`config.mk`:
```
export PLATFORM = sky130hd
export DESIGN_NAME = axis_sample_packetizer
export DESIGN_NICKNAME = d
export VERILOG_FILES = /design/src/rtl/axis_ad9226_pkg.sv /design/src/rtl/axis_sync_fifo.sv /design/src/rtl/axis_sample_packetizer.sv
export SDC_FILE = /design/constraint.sdc
export NUM_CORES = 1
export LEC_CHECK = 0
export BUFFER_PORTS_ARGS = -buffer_cell sky130_fd_sc_hd__buf_2
export CAP_MARGIN = 20
export CORE_UTILIZATION = 54
export DETAILED_ROUTE_END_ITERATION = 8
export PLACE_DENSITY = 0.77
export SLEW_MARGIN = 20
export SYNTH_ARGS = -nofsm -noshare
export SYNTH_HDL_FRONTEND = slang
export SYNTH_SLANG_ARGS = --single-unit
```
`constraint.sdc`:
```
create_clock -name clk -period 4.6 [get_ports clk]
set_input_delay 0.69 -clock clk [delete_from_list [all_inputs] [get_ports clk]]
set_output_delay 0.69 -clock clk [all_outputs]
set_load 0.01 [all_outputs]
```
`src/rtl/axis_ad9226_pkg.sv`:
```
// Shared types and constants for the AD9226 sample-to-AXI-Stream path.
package axis_ad9226_pkg;

  localparam int SAMPLE_WIDTH    = 16;
  localparam int AXIS_DATA_WIDTH = 2 * SAMPLE_WIDTH;

  // Sample pairing state: low half of a beat either pending or not.
  typedef enum logic {
    PAIR_EMPTY = 1'b0,
    PAIR_HALF  = 1'b1
  } pair_state_e;

endpackage

```
`src/rtl/axis_sync_fifo.sv`:
```
// Single-clock FIFO with first-word fall-through read data.
// A push while full is accepted only when a pop happens on the same edge.
module axis_sync_fifo #(
  parameter int DATA_WIDTH = 32,
  parameter int DEPTH      = 16,
  localparam int AW        = $clog2(DEPTH)
) (
  input  logic                  clk,
  input  logic                  rst,
  input  logic                  push,
  input  logic [DATA_WIDTH-1:0] wr_data,
  input  logic                  pop,
  output logic [DATA_WIDTH-1:0] rd_data,
  output logic                  full,
  output logic                  empty,
  output logic [AW:0]           count
);

  localparam logic [AW:0] CNT_ONE  = (AW + 1)'(1);
  localparam logic [AW:0] CNT_FULL = (AW + 1)'(DEPTH);

  logic [DATA_WIDTH-1:0] r_mem [DEPTH];
  logic [AW-1:0]         r_wr_ptr;
  logic [AW-1:0]         r_rd_ptr;
  logic [AW:0]           r_count;
  logic                  w_wr;
  logic                  w_rd;

  assign full    = (r_count == CNT_FULL);
  assign empty   = (r_count == '0);
  assign count   = r_count;
  assign rd_data = r_mem[r_rd_ptr];
  assign w_rd    = pop & ~empty;
  assign w_wr    = push & (~full | w_rd);

  // Storage array; contents need no reset since occupancy gates every read.
  always_ff @(posedge clk) begin
    if (w_wr) r_mem[r_wr_ptr] <= wr_data;
  end

  // Pointers and occupancy; pointers wrap naturally as DEPTH is a power of 2.
  always_ff @(posedge clk) begin
    if (!rst) begin
      r_wr_ptr <= '0;
      r_rd_ptr <= '0;
      r_count  <= '0;
    end else begin
      if (w_wr) r_wr_ptr <= r_wr_ptr + 1'b1;
      if (w_rd) r_rd_ptr <= r_rd_ptr + 1'b1;
      case ({w_wr, w_rd})
        2'b10:   r_count <= r_count + CNT_ONE;
        2'b01:   r_count <= r_count - CNT_ONE;
        default: r_count <= r_count;
      endcase
    end
  end

endmodule

```
`src/rtl/axis_sample_packetizer.sv`:
```
// Packs pairs of averaged ADC samples into 32-bit AXI-Stream beats, buffers
// them, frames packets with tlast and flags beats lost to a stalled sink.
//
// state      | meaning
// PAIR_EMPTY | no sample pending; next accepted sample becomes the low half
// PAIR_HALF  | low half held; next accepted sample completes and pushes a beat
module axis_sample_packetizer #(
  parameter int SAMPLE_WIDTH = 16,
  parameter int FIFO_DEPTH   = 16,
  parameter int LEN_WIDTH    = 16
) (
  input  logic                      clk,
  input  logic                      rst,
  input  logic                      enable,
  input  logic [LEN_WIDTH-1:0]      packet_len,
  input  logic                      in_data_valid,
  input  logic [SAMPLE_WIDTH-1:0]   in_data,
  output logic [2*SAMPLE_WIDTH-1:0] m_axis_tdata,
  output logic                      m_axis_tvalid,
  input  logic                      m_axis_tready,
  output logic                      m_axis_tlast,
  output logic                      overflow,
  input  logic                      overflow_clr
);

  import axis_ad9226_pkg::*;

  localparam int DW = 2 * SAMPLE_WIDTH;
  localparam int AW = $clog2(FIFO_DEPTH);
  localparam logic [LEN_WIDTH-1:0] LEN_ONE = LEN_WIDTH'(1);

  pair_state_e             r_pair_state;
  pair_state_e             w_pair_next;
  logic [SAMPLE_WIDTH-1:0] r_low;
  logic                    w_push;
  logic [DW-1:0]           w_push_data;

  logic [DW-1:0]           w_fifo_rd_data;
  logic                    w_fifo_full;
  logic                    w_fifo_empty;
  logic [AW:0]             w_fifo_count_unused;
  logic                    w_load;
  logic                    w_drop;

  logic [DW-1:0]           r_tdata;
  logic                    r_tvalid;
  logic                    r_tlast;
  logic                    r_overflow;

  logic [LEN_WIDTH-1:0]    r_beat_cnt;
  logic [LEN_WIDTH-1:0]    r_len_latched;
  logic [LEN_WIDTH-1:0]    w_len_in;
  logic [LEN_WIDTH-1:0]    w_len_cur;
  logic                    w_last;

  // Pair FSM next state; dropping enable abandons any pending half-sample.
  always_comb begin
    w_pair_next = r_pair_state;
    w_push      = 1'b0;
    if (!enable) begin
      w_pair_next = PAIR_EMPTY;
    end else if (in_data_valid) begin
      case (r_pair_state)
        PAIR_EMPTY: w_pair_next = PAIR_HALF;
        PAIR_HALF: begin
          w_pair_next = PAIR_EMPTY;
          w_push      = 1'b1;
        end
        default: w_pair_next = PAIR_EMPTY;
      endcase
    end
  end

  // Pair FSM state register and low-half capture.
  always_ff @(posedge clk) begin
    if (!rst) begin
      r_pair_state <= PAIR_EMPTY;
      r_low        <= '0;
    end else begin
      r_pair_state <= w_pair_next;
      if (enable && in_data_valid && (r_pair_state == PAIR_EMPTY)) r_low <= in_data;
    end
  end

  assign w_push_data = {in_data, r_low};

  axis_sync_fifo #(
    .DATA_WIDTH (DW),
    .DEPTH      (FIFO_DEPTH)
  ) u_fifo (
    .clk     (clk),
    .rst     (rst),
    .push    (w_push),
    .wr_data (w_push_data),
    .pop     (w_load),
    .rd_data (w_fifo_rd_data),
    .full    (w_fifo_full),
    .empty   (w_fifo_empty),
    .count   (w_fifo_count_unused)
  );

  // The output register refills whenever it is free or being consumed this edge.
  assign w_load = ~w_fifo_empty & (~r_tvalid | m_axis_tready);
  assign w_drop = w_push & w_fifo_full & ~w_load;

  // A fresh packet takes the live length; mid-packet it stays on the latched one.
  assign w_len_in  = (packet_len == '0) ? LEN_ONE : packet_len;
  assign w_len_cur = (r_beat_cnt == '0) ? w_len_in : r_len_latched;
  assign w_last    = (r_beat_cnt == (w_len_cur - LEN_ONE));

  // Output slice and beat framing; beats are counted as they enter the register.
  always_ff @(posedge clk) begin
    if (!rst) begin
      r_tvalid      <= 1'b0;
      r_tdata       <= '0;
      r_tlast       <= 1'b0;
      r_beat_cnt    <= '0;
      r_len_latched <= LEN_ONE;
    end else begin
      if (r_beat_cnt == '0) r_len_latched <= w_len_in;
      if (w_load) begin
        r_tvalid   <= 1'b1;
        r_tdata    <= w_fifo_rd_data;
        r_tlast    <= w_last;
        r_beat_cnt <= w_last ? '0 : (r_beat_cnt + LEN_ONE);
      end else if (m_axis_tready) begin
        r_tvalid <= 1'b0;
      end
    end
  end

  // Sticky loss flag; a new drop outranks a clear on the same edge.
  always_ff @(posedge clk) begin
    if (!rst) begin
      r_overflow <= 1'b0;
    end else if (w_drop) begin
      r_overflow <= 1'b1;
    end else if (overflow_clr) begin
      r_overflow <= 1'b0;
    end
  end

  assign m_axis_tdata  = r_tdata;
  assign m_axis_tvalid = r_tvalid;
  assign m_axis_tlast  = r_tlast;
  assign overflow      = r_overflow;

endmodule

```
==> run_results.csv <==
group,metric,value,unit
final_layout,drive_gt1_share,27.5,%
cts,cts_buffers,58,
cts,cts-resized-gates,0,
detailed_routing,wl_per_cell,26.6,um
die,dieArea,46100,um^2
hold_path,hold_start,"enable",
synthesis,synth_top_area_share,63.0,%
synthesis,async_flop_share,0,%
final_layout,multiInputGateArea,6840,um^2
sta,min_period,4190,ps
hold_path,hold_class,"primary input to register",
critical_path,path_max_fanout,15,
detailed_routing,via_count,12900,
power,p_leak,9.00,nW
synthesis,syn_inst,1348,
cts,htree_levels,2,
die,core,44400,um^2
grt,grt_pass1_wl,83300,um
final_layout,fill_cells,3008,
critical_path,crit_family,"simple AND/OR/NAND/NOR gates",
synthesis,yosys-top-cells-count,"edfxtp_1, mux4_2, nand2_1",
sta,finalSetupViolCount,0,
grt,grt_max_degree,64,
critical_path,cp.required,5100,ps
outcome,outcome,"complete, no violations",
sta,hold_viol,0,
final_layout,num_antenna_cells,0,
place,place.gp.congestion,0.923,
flow_run,drv_cap,0,
cts,post-cts-setup-buffers,0,
sta,drv_slew,0,
detailed_routing,antenna_left,0,
die,die_w,215,um
synthesis,synth_fp_nets,1398,
synthesis,syn-mean-instance-area,18.1,um^2
critical_path,crit_type,"register to register",
critical_path,crit_path_end_kind,"register",
detailed_routing,wl,55500,um
grt,antenna_found_initial,0,
synthesis,synth_most_common_cell,"edfxtp_1",
die,rows,77,
critical_path,rrSetupSlack,410,ps
cts,clockBufferDepth,3,
critical_path,rr_startpoint,"r_beat_cnt[0]",
critical_path,critPathMaxStageDelay,500,ps
critical_path,cp-startpoint,"r_beat_cnt[0]",
cts,root_buffer,"clkbuf_16",
synthesis,ys_ff_latch,609,
cts,cts_tree,"built",
detailed_routing,vias_per_cell,6.20,
final_layout,seq_area,17300,um^2
grt,grt_use_total,24.6,%
sta,whs,358,ps
cts,clkSlewWorstSetupHoldPaths,60,ps
die,io_pins,73,
detailed_routing,drt_pass1_iterations,5,
synthesis,synth_area,24400,um^2
die,die_h,215,um
critical_path,crit_top_cell,"ha_1",
sta,fin_skew,19.4,ps
cts,clk_latency,610,ps
synthesis,synth-edff-count,512,
detailed_routing,drc,0,
synthesis,ys.flop_type,"edfxtp_1",
place,place_inst,1981,
grt,first_global_vias,13400,
sta,fmax,239,MHz
synthesis,synth_top_cell_by_area,"edfxtp_1",
cts,cts_hold_buf,0,
power,vdd_drop_max,526,uV
power,power_density,531,nW/um^2
critical_path,worstPathArrival,4700,ps
sta,tightest_slew,1060,ps
sta,rsz0062_at_grt,"no",
place,io_buffers,72,
critical_path,cp_cell_sequence,"inv_1 > ha_1 > nor4b_4 > nand4_2 > a211o_2 > o21ai_1 > ha_1 > nand2b_1 > nor3_1 > nand2_1 > mux2i_1 > o31ai_1 > nand3_1 > o41ai_4 > buf_12 > nor2_1",
grt,grt_overflow,0,
synthesis,ys_types,67,
synthesis,ys_seq_area_share,70.9,%
sta,fin_crit_sh,91.1,%
sta,slew_headroom,29.2,%
synthesis,synth.top_cells.by_area,"edfxtp_1, mux4_2, dfxtp_1, nand2_1, a21boi_0",
sta,tns,0,ps
place,dp_hpwl,31200,um
cts,cts_sinks,609,
critical_path,cp_num_buf_inv,2,
final_layout,nNetsFinal,1499,
final_layout,area.growth.synth_to_final,13.7,%
critical_path,cp_slowest_cell,"nor3_1",
critical_path,start_kind,"register",
detailed_routing,first_iter_violations,1222,
synthesis,yosys_warnings,0,
die,initial_core_util,55.0,%
final_layout,layout.cells.non_filler,2089,
==> worst paths after layout <==
path                       to  depth (start not counted)
max             r_beat_cnt[3]                         16
min reg2reg  m_axis_tdata[23]                          2
min              r_pair_state                          2
max reg2reg     r_beat_cnt[3]                         16
==> layout by cell type (no fill, tap or decap), drive strengths merged, types with 5 or more instances in the layout <==
| cell | n |
|---|---|
| edfxtp | 512 |
| nand3 | 14 |
| and2 | 14 |
| a21oi | 14 |
| dfxtp | 97 |
| xnor2 | 35 |
| xor2 | 19 |
| ha | 11 |
| nor3 | 17 |
| clkinv | 17 |
| nor4 | 11 |
| nand2b | 7 |
| o21ai | 7 |
| inv | 17 |
| clkbuf | 75 |
| mux2i | 13 |
| nand4 | 12 |
| a21boi | 60 |
| or4 | 5 |
| nor2b | 11 |
| mux4 | 160 |
| nor2 | 50 |
| nand2 | 145 |
| buf | 114 |
| bufinv | 8 |
==> final cells by class <==
cell class	instances	area share [%]
Tap cell	592	2.67
Multi-Input combinational cell	653	24.6
Inverter	13	0.176
Sequential cell	609	62.4
Clock inverter	33	1.43
Clock buffer	75	5.64
Timing Repair Buffer	114	3.02
==> per-stage QoR <==
stage	util [%]	total power, mW	area [um^2]	worst slack, ps
after floorplan	-	8.91	24400	330
after global placement	58.1	9.92	25800	422
after detailed placement	58.1	9.97	25800	387
after CTS	62.5	14.8	27800	417
after global routing	62.5	15.3	27800	26.8
final	62.5	14.7	27800	409
==> worst reg2reg max path: stages (launching register included) <==
cell	delay, ps
dfxtp_1	370
inv_1	120
ha_1	170
nor4b_4	220
nand4_2	250
a211o_2	340
o21ai_1	110
ha_1	320
nand2b_1	110
nor3_1	500
nand2_1	140
mux2i_1	160
o31ai_1	380
nand3_1	210
o41ai_4	410
buf_12	200
nor2_1	60
==> cells by family (layout without fill, tap and decap cells) <==
family | after synthesis | count (layout) | share of synthesized area [%]
and+or+nand+nor | 306 | 306 | 6.30
buffers and inverters | 86 | 235 | 1.57
adders and majority gates | 12 | 12 | 0.646
xor gates and xnor gates | 54 | 54 | 1.94
DFF | 609 | 609 | 70.9
muxes | 173 | 173 | 15.3
AOI/OAI and AO/OA | 108 | 108 | 3.31
==> power by group <==
group	total [mW]	leakage [nW]	switching, mW	internal [mW]
registers	6.59	5.45	0.407	6.18
logic	3.27	2.60	1.67	1.60
clock network	4.87	0.943	2.01	2.85
total	14.7	9.00	4.09	10.6
==> per-layer routing <==
| layer | vias to the layer above | track usage, % | share of wire, % |
|---|---|---|---|
| li1 | 5527 | - | - |
| met2 | 569 | 40.9 | 51 |
| met1 | 6738 | 33.1 | 40 |
| met4 | 0 | 8.93 | 2.7 |
| met5 | - | 0 | 0 |
| met3 | 109 | 3.94 | 6.8 |
==> flip-flops by register name, indices dropped and copies added, names as in the netlist <==
signal	cells
r_len_latched	16
u_fifo.r_mem	512
r_pair_state	1
u_fifo.r_wr_ptr	4
r_low	16
m_axis_tdata	32
u_fifo.count	5
m_axis_tlast	1
overflow	1
r_beat_cnt	16
u_fifo.r_rd_ptr	4
m_axis_tvalid	1
(Power assumes the default switching activity.)
